**config.mk**
```make
export PLATFORM = sky130hd
export DESIGN_NAME = pipelined_cla_addsub
export DESIGN_NICKNAME = d
export VERILOG_FILES = /design/src/rtl/pipelined_cla_addsub_pkg.sv /design/src/rtl/cla_slice.sv /design/src/rtl/pipelined_cla_addsub.sv
export SDC_FILE = /design/constraint.sdc
export NUM_CORES = 1
export LEC_CHECK = 0
export BUFFER_PORTS_ARGS = -buffer_cell sky130_fd_sc_hd__clkbuf_2
export CAP_MARGIN = 20
export CORE_UTILIZATION = 42
export DETAILED_ROUTE_END_ITERATION = 16
export HOLD_SLACK_MARGIN = 0.05
export PLACE_DENSITY = 0.62
export SYNTH_ARGS = -nofsm -noshare
export SYNTH_HDL_FRONTEND = slang
export SYNTH_HIERARCHICAL = 1
export SYNTH_SLANG_ARGS = --single-unit
```
**constraint.sdc**
```tcl
create_clock -name i_clk -period 3.8 [get_ports i_clk]
set_input_delay 0.19 -clock i_clk [delete_from_list [all_inputs] [get_ports i_clk]]
set_output_delay 0.19 -clock i_clk [all_outputs]
set_load 0.02 [all_outputs]
```
**src/rtl/pipelined_cla_addsub_pkg.sv**
```systemverilog
// Shared constants and parameter helpers for the pipelined CLA adder/subtractor.
// Latency: none (package only).
// Backpressure: not applicable.
package pipelined_cla_addsub_pkg;

    // Operation select encoding for i_sub
    localparam logic MODE_ADD = 1'b0;
    localparam logic MODE_SUB = 1'b1;

    // Bits handled by each pipeline stage
    function automatic int slice_width(input int width, input int stages);
        return width / stages;
    endfunction

    // Legal geometry: at least 2 bits, and the stage count splits the width evenly
    function automatic bit geometry_ok(input int width, input int stages);
        return (width >= 2) && (stages >= 1) && ((width % stages) == 0);
    endfunction

endpackage

```
**src/rtl/cla_slice.sv**
```systemverilog
// One carry-lookahead slice: sum, carry out and carry into the top bit.
// Latency: purely combinational.
// Backpressure: none; the caller owns all sequencing.
module cla_slice #(
    parameter int W = 4
) (
    input  logic [W-1:0] a,
    input  logic [W-1:0] b,
    input  logic         cin,
    output logic [W-1:0] sum,
    output logic         cout,
    output logic         c_msb
);

    logic [W-1:0] g_w;
    logic [W-1:0] p_w;
    logic [W:0]   c_w;

    // Generate/propagate terms and the lookahead carry recurrence
    always_comb begin
        g_w    = a & b;
        p_w    = a | b;
        c_w    = '0;
        c_w[0] = cin;
        for (int i = 0; i < W; i++) begin
            c_w[i+1] = g_w[i] | (p_w[i] & c_w[i]);
        end
        sum   = a ^ b ^ c_w[W-1:0];
        cout  = c_w[W];
        c_msb = c_w[W-1];
    end

endmodule

```
**src/rtl/pipelined_cla_addsub.sv**
```systemverilog
// Pipelined CLA adder/subtractor; one slice per stage, inter-slice carry registered.
// Latency: STAGES enabled cycles from accept to o_valid; one beat per cycle throughput.
// Backpressure: full stall when o_valid & !i_ready; o_ready is the shared stage enable.
module pipelined_cla_addsub
    import pipelined_cla_addsub_pkg::*;
#(
    parameter int WIDTH  = 16,
    parameter int STAGES = 4
) (
    input  logic             i_clk,
    input  logic             i_rst,
    input  logic             i_valid,
    output logic             o_ready,
    input  logic [WIDTH-1:0] i_a,
    input  logic [WIDTH-1:0] i_b,
    input  logic             i_sub,
    output logic             o_valid,
    input  logic             i_ready,
    output logic [WIDTH-1:0] o_result,
    output logic             o_carry,
    output logic             o_overflow
);

    localparam int SLICE_W = slice_width(WIDTH, STAGES);

    if (!geometry_ok(WIDTH, STAGES)) begin : g_bad_geometry
        $error("pipelined_cla_addsub: WIDTH must be >= 2 and divisible by STAGES");
    end

    // Per-stage registers. Stage k holds the beat after slice k has been summed;
    // operands ride along so later stages can pick their own slice.
    logic             vld_q [STAGES];
    logic             sub_q [STAGES];
    logic             cy_q  [STAGES];
    logic [WIDTH-1:0] a_q   [STAGES];
    logic [WIDTH-1:0] b_q   [STAGES];
    logic [WIDTH-1:0] sum_q [STAGES];
    logic             ovf_q;

    // Stage inputs: ports for stage 0, previous stage registers otherwise
    logic             vld_in [STAGES];
    logic             sub_in [STAGES];
    logic             cin_in [STAGES];
    logic [WIDTH-1:0] a_in   [STAGES];
    logic [WIDTH-1:0] b_in   [STAGES];
    logic [WIDTH-1:0] b_eff  [STAGES];
    logic [WIDTH-1:0] sum_in [STAGES];

    // Slice results and next-state sums
    logic [WIDTH-1:0] slice_sum_w;
    logic             cout_w [STAGES];
    logic             cmsb_w [STAGES];
    logic [WIDTH-1:0] sum_d  [STAGES];
    logic             ovf_d;
    logic             en;

    // Whole pipe advances together; it only stops when a finished beat is not taken
    assign en      = !vld_q[STAGES-1] || i_ready;
    assign o_ready = en;

    // Route each stage's operands, carry and partial sum from its predecessor
    always_comb begin
        vld_in[0] = i_valid;
        sub_in[0] = i_sub;
        cin_in[0] = (i_sub != MODE_ADD);
        a_in[0]   = i_a;
        b_in[0]   = i_b;
        sum_in[0] = '0;
        for (int k = 1; k < STAGES; k++) begin
            vld_in[k] = vld_q[k-1];
            sub_in[k] = sub_q[k-1];
            cin_in[k] = cy_q[k-1];
            a_in[k]   = a_q[k-1];
            b_in[k]   = b_q[k-1];
            sum_in[k] = sum_q[k-1];
        end
        for (int k = 0; k < STAGES; k++) begin
            b_eff[k] = b_in[k] ^ {WIDTH{sub_in[k] == MODE_SUB}};
        end
    end

    for (genvar k = 0; k < STAGES; k++) begin : g_slice
        cla_slice #(
            .W(SLICE_W)
        ) u_cla_slice (
            .a     (a_in[k][k*SLICE_W +: SLICE_W]),
            .b     (b_eff[k][k*SLICE_W +: SLICE_W]),
            .cin   (cin_in[k]),
            .sum   (slice_sum_w[k*SLICE_W +: SLICE_W]),
            .cout  (cout_w[k]),
            .c_msb (cmsb_w[k])
        );
    end

    // Merge each freshly computed slice into the partial sum it travels with;
    // overflow needs the carry into and out of the MSB, both from the last slice
    always_comb begin
        for (int k = 0; k < STAGES; k++) begin
            sum_d[k] = sum_in[k];
            sum_d[k][k*SLICE_W +: SLICE_W] = slice_sum_w[k*SLICE_W +: SLICE_W];
        end
        ovf_d = cmsb_w[STAGES-1] ^ cout_w[STAGES-1];
    end

    // Stage registers: cleared on reset, advance together when enabled, hold otherwise
    always_ff @(posedge i_clk) begin
        if (i_rst) begin
            for (int k = 0; k < STAGES; k++) begin
                vld_q[k] <= 1'b0;
                sub_q[k] <= 1'b0;
                cy_q[k]  <= 1'b0;
                a_q[k]   <= '0;
                b_q[k]   <= '0;
                sum_q[k] <= '0;
            end
            ovf_q <= 1'b0;
        end else if (en) begin
            for (int k = 0; k < STAGES; k++) begin
                vld_q[k] <= vld_in[k];
                sub_q[k] <= sub_in[k];
                cy_q[k]  <= cout_w[k];
                a_q[k]   <= a_in[k];
                b_q[k]   <= b_in[k];
                sum_q[k] <= sum_d[k];
            end
            ovf_q <= ovf_d;
        end
    end

    assign o_valid    = vld_q[STAGES-1];
    assign o_result   = sum_q[STAGES-1];
    assign o_carry    = cy_q[STAGES-1];
    assign o_overflow = ovf_q;

endmodule
```
# After elaboration in Yosys (flattened, before gate mapping)
# Memory sizes are Yosys's and may differ from the RTL's.
# Cells that the tools add are included.
# word_totals
reg_bits,1
inputBits,37
mem_count,6
word_cells,115
ram_bits,204
out_inout_bits,20
# memory_table
name,depth,word_bits,rd,rd_ports_with_merged_regs,wr,line_no,rtl
a_q,4,16,3,0,4,pipelined_cla_addsub.sv:35,logic [WIDTH-1:0] a_q [STAGES];
b_q,4,16,3,0,4,pipelined_cla_addsub.sv:36,logic [WIDTH-1:0] b_q [STAGES];
sum_q,4,16,4,0,4,pipelined_cla_addsub.sv:37,logic [WIDTH-1:0] sum_q [STAGES];
cy_q,4,1,4,0,4,pipelined_cla_addsub.sv:34,logic cy_q [STAGES];
sub_q,4,1,3,0,4,pipelined_cla_addsub.sv:33,logic sub_q [STAGES];
vld_q,4,1,4,0,4,pipelined_cla_addsub.sv:32,logic vld_q [STAGES];
# classes
bitwise_logic,77
muxes,29
reduce_logical,2
# ops
op,n
$mux 16,12
$or 1x1->1,40
$xor 4x4->4,9
$mux 1,17
$and 1x1->1,16
$and 4x4->4,4
$or 4x4->4,4
$xor 16x16->16,1
$xor 12x12->12,1
$xor 8x8->8,1
$logic_not 1->1,1
$logic_or 1x1->1,1
$xor 1x1->1,1

# Depth between registers and ports, before layout
# An unclocked memory read counts as a cell.
# depth
depth_word,12
mapped_depth,9
ltp_nobuf,9

# Modules after synthesis
# The synthesis kept the hierarchy.
# by_module_without_submodules
mod,cells_each,seq_area_each_um2,area_each_um2,instances
pipelined_cla_addsub,246,2992.9,4564.4,1
cla_slice,19,0.0,136.4,4

# Least setup slack after synthesis
# OpenSTA, ideal clock, no wires.
# synth_path
kind,reg-to-reg
from,mem vld_q[3]
to,"mem a_q[0][10], enable pin"
synth_period_minus_slack_ns,3.538
stages_incl_launch_ff,4
t_required_ns,3.325
n_path_buf,1
setup_ns,0.475
setup_slack_ns,0.262
arrival_time_ns,3.063
cell_sequence,edfxtp_1 -> nor2b_4 -> buf_6 -> nand2b_1
# synth_rtl
item,line_no
"start, declared",pipelined_cla_addsub.sv:32
"end, declared",pipelined_cla_addsub.sv:35

==> results.md <==
- Fin util: 0.494
- Synthesis-to-finish area growth: 12.6%
- Startpoint types: flop
- Initial DRC Count: 135
- FF-to-FF End: sum_q[2][11]
- Tightest Pin Transition: 1040 ps
- VDD IR-drop max: 183 uV
- Syn nets: 372
- FF-to-FF path depth: 8
- Status: finished, violations left
- CP max-delay cell: fa_1
- Avg Inst Size Synth: 16.0 um^2
- Hold Vio Cnt, Final: 0
- RR Startpoint: sub_q[0][1]
- Boundary pin count: 57
- TritonRoute pass-1 iters: 10
- CTS Buf Count: 9
- Die ar.: 12600 um^2
- Cell Pwr Density: 443 nW/um^2
- Worst-path clk slew: 70 ps
- Worst-path cell chain: xor2_1 > inv_1 > fa_1 > fa_1 > fa_1 > fa_1 > inv_1 > nor3b_2
- Site row count: 39
- Postcts setup bufs: 0
- # H-tree levels: 3
- Worst-Skew Late Latency: 340 ps
- Critical path endpoint category: flop
- Failing checks: design-rule violations
- Largest net degree at the start of global routing: 101
- Port bufs: 56
- Setup TNS: 0 ps
- Tmin final: 2930 ps
- Vias: 2397
- Most frequent cell on the critical path: fa_1
- Global-route wire length before repair: 12000 um
- Die W: 112 um
- Core area: 11600 um^2
- Reg2reg setup slack: 870 ps
- Nets@finish: 417
- Max Slew Vio Count: 0
- GRT Resource Usage Total: 0.122
- Placed cells: 496
- Starting Density: 0.439
- CP Data Arrival Time: 2980 ps
- Vias per cell: 4.68
- CTS Sinks: 100
- Die Ht: 112 um
- WL/cell: 13.8 um
- Critical path startpoint: sub_q[0][1]
- Antenna Violating Nets Remaining: 0
- Vias in the first global route: 2448
- Hold buffer count at CTS: 0
- Fraction of layout cells with a size suffix above 1: 0.453
- Detail Placement HPWL: 4100 um
- Clk root buf: clkbuf_16
- Gates resized, CTS repair: 0
- Post-Syn Area: 5100 um^2
- Synth Instances: 319
- Leak: 2.43 nW
- HP Class: input pin to flop
- GP Congestion: 0.697
- Setup Skew: 11.3 ps
- Final WL: 7050 um
- Max-cap violations: 0
- Hold EP: b_q[0][11]
- WP data required: 3860 ps
- Min-delay src: i_b[11]
- Kind of critical path: flop to flop
- Final period util: 0.770
- Grt total ovfl: 0
- Initial antenna violation count: 0
- CP max FO: 5
- Drt drc: 5
- CTS tree: yes
- Hold depth: 2
- FMAX: 342 MHz
- Non-Filler Instances: 512
- Synth Warn #: 6
- CTS Buffer Depth: 2
- Unrepaired setup endpoints after global routing: no
- Slowest cell delay on critical path: 510 ps
- ANT cells: 0
- Finish-stage setup viols: 0
- Slew headroom: 0.304
[registers in the layout (all words and copies together) (netlist names)]
signal,count
sum_q,40
a_q,24
b_q,24
cy_q,4
vld_q,4
sub_q,3
o_overflow,1
[worst max-delay path by stage]
stage	endpoint	cells after the start	slack (ps)
2_1_floorplan	a_q[0][10]	3	260
3_3_place_gp	sum_q[3][15]	8	980
3_5_place_dp	sum_q[2][11]	8	860
4_1_cts	sum_q[2][11]	8	860
5_1_grt	sum_q[1][7]	8	740
6_report	sum_q[2][11]	8	870
[stage by stage]
stage | area [um^2] | setup slack (ps) | hold WS, ps | total power [mW]
after CTS | 5740 | 855 | 160 | 2.57
after global placement | 5430 | 979 | 510 | 1.61
after detailed placement | 5430 | 858 | 512 | 1.61
after global routing | 5740 | 738 | 169 | 2.64
final | 5740 | 873 | 172 | 2.54
after floorplan | 5100 | 262 | 429 | 1.55
[routing by layer]
metal  vias up  share of wire  GRT usage
met2        42           0.46      0.183
met5         -              0          0
met1      1172           0.48      0.164
met4         0          0.016     0.0560
li1       1173              -          -
met3        10          0.046     0.0383
[report_power, final]
part	leakage [nW]	switching, mW	internal (mW)
Clock	0.150	0.381	0.575
Sequential	1.18	0.0226	1.30
Combinational	1.09	0.130	0.132
Total	2.43	0.534	2.01
[critical path: cells and delay by family, from the launching register on]
kind          cells  cell delay [ps]
fa+ha+maj         4             1710
flops             1              490
xor+xnor          1              200
simple gates      1              140
buf+inv           2              120
[area by class of cell]
class / instances / area, um^2
timing repair buffer: 59 / 330
fill: 1012 / 5870
multi-input combinational: 136 / 1710
clock inverter: 5 / 77.6
inverter: 58 / 218
sequential: 100 / 2990
clock buffer: 11 / 233
tap: 143 / 179
[placed cells by master (no fill, tap or decap)]
master	count
xnor2_1	1
buf_4	2
a211oi_2	1
xor2_1	16
clkbuf_16	9
buf_12	2
bufinv_16	2
clkbuf_2	55
nor3b_1	10
edfxtp_1	99
clkbuf_1	2
fa_1	16
clkinvlp_4	1
dfxtp_1	1
nor3b_2	90
inv_1	57
clkinv_2	2
nor2b_4	1
inv_2	1
nand2b_4	1
No activity file was read; power rests on OpenSTA's default activity.
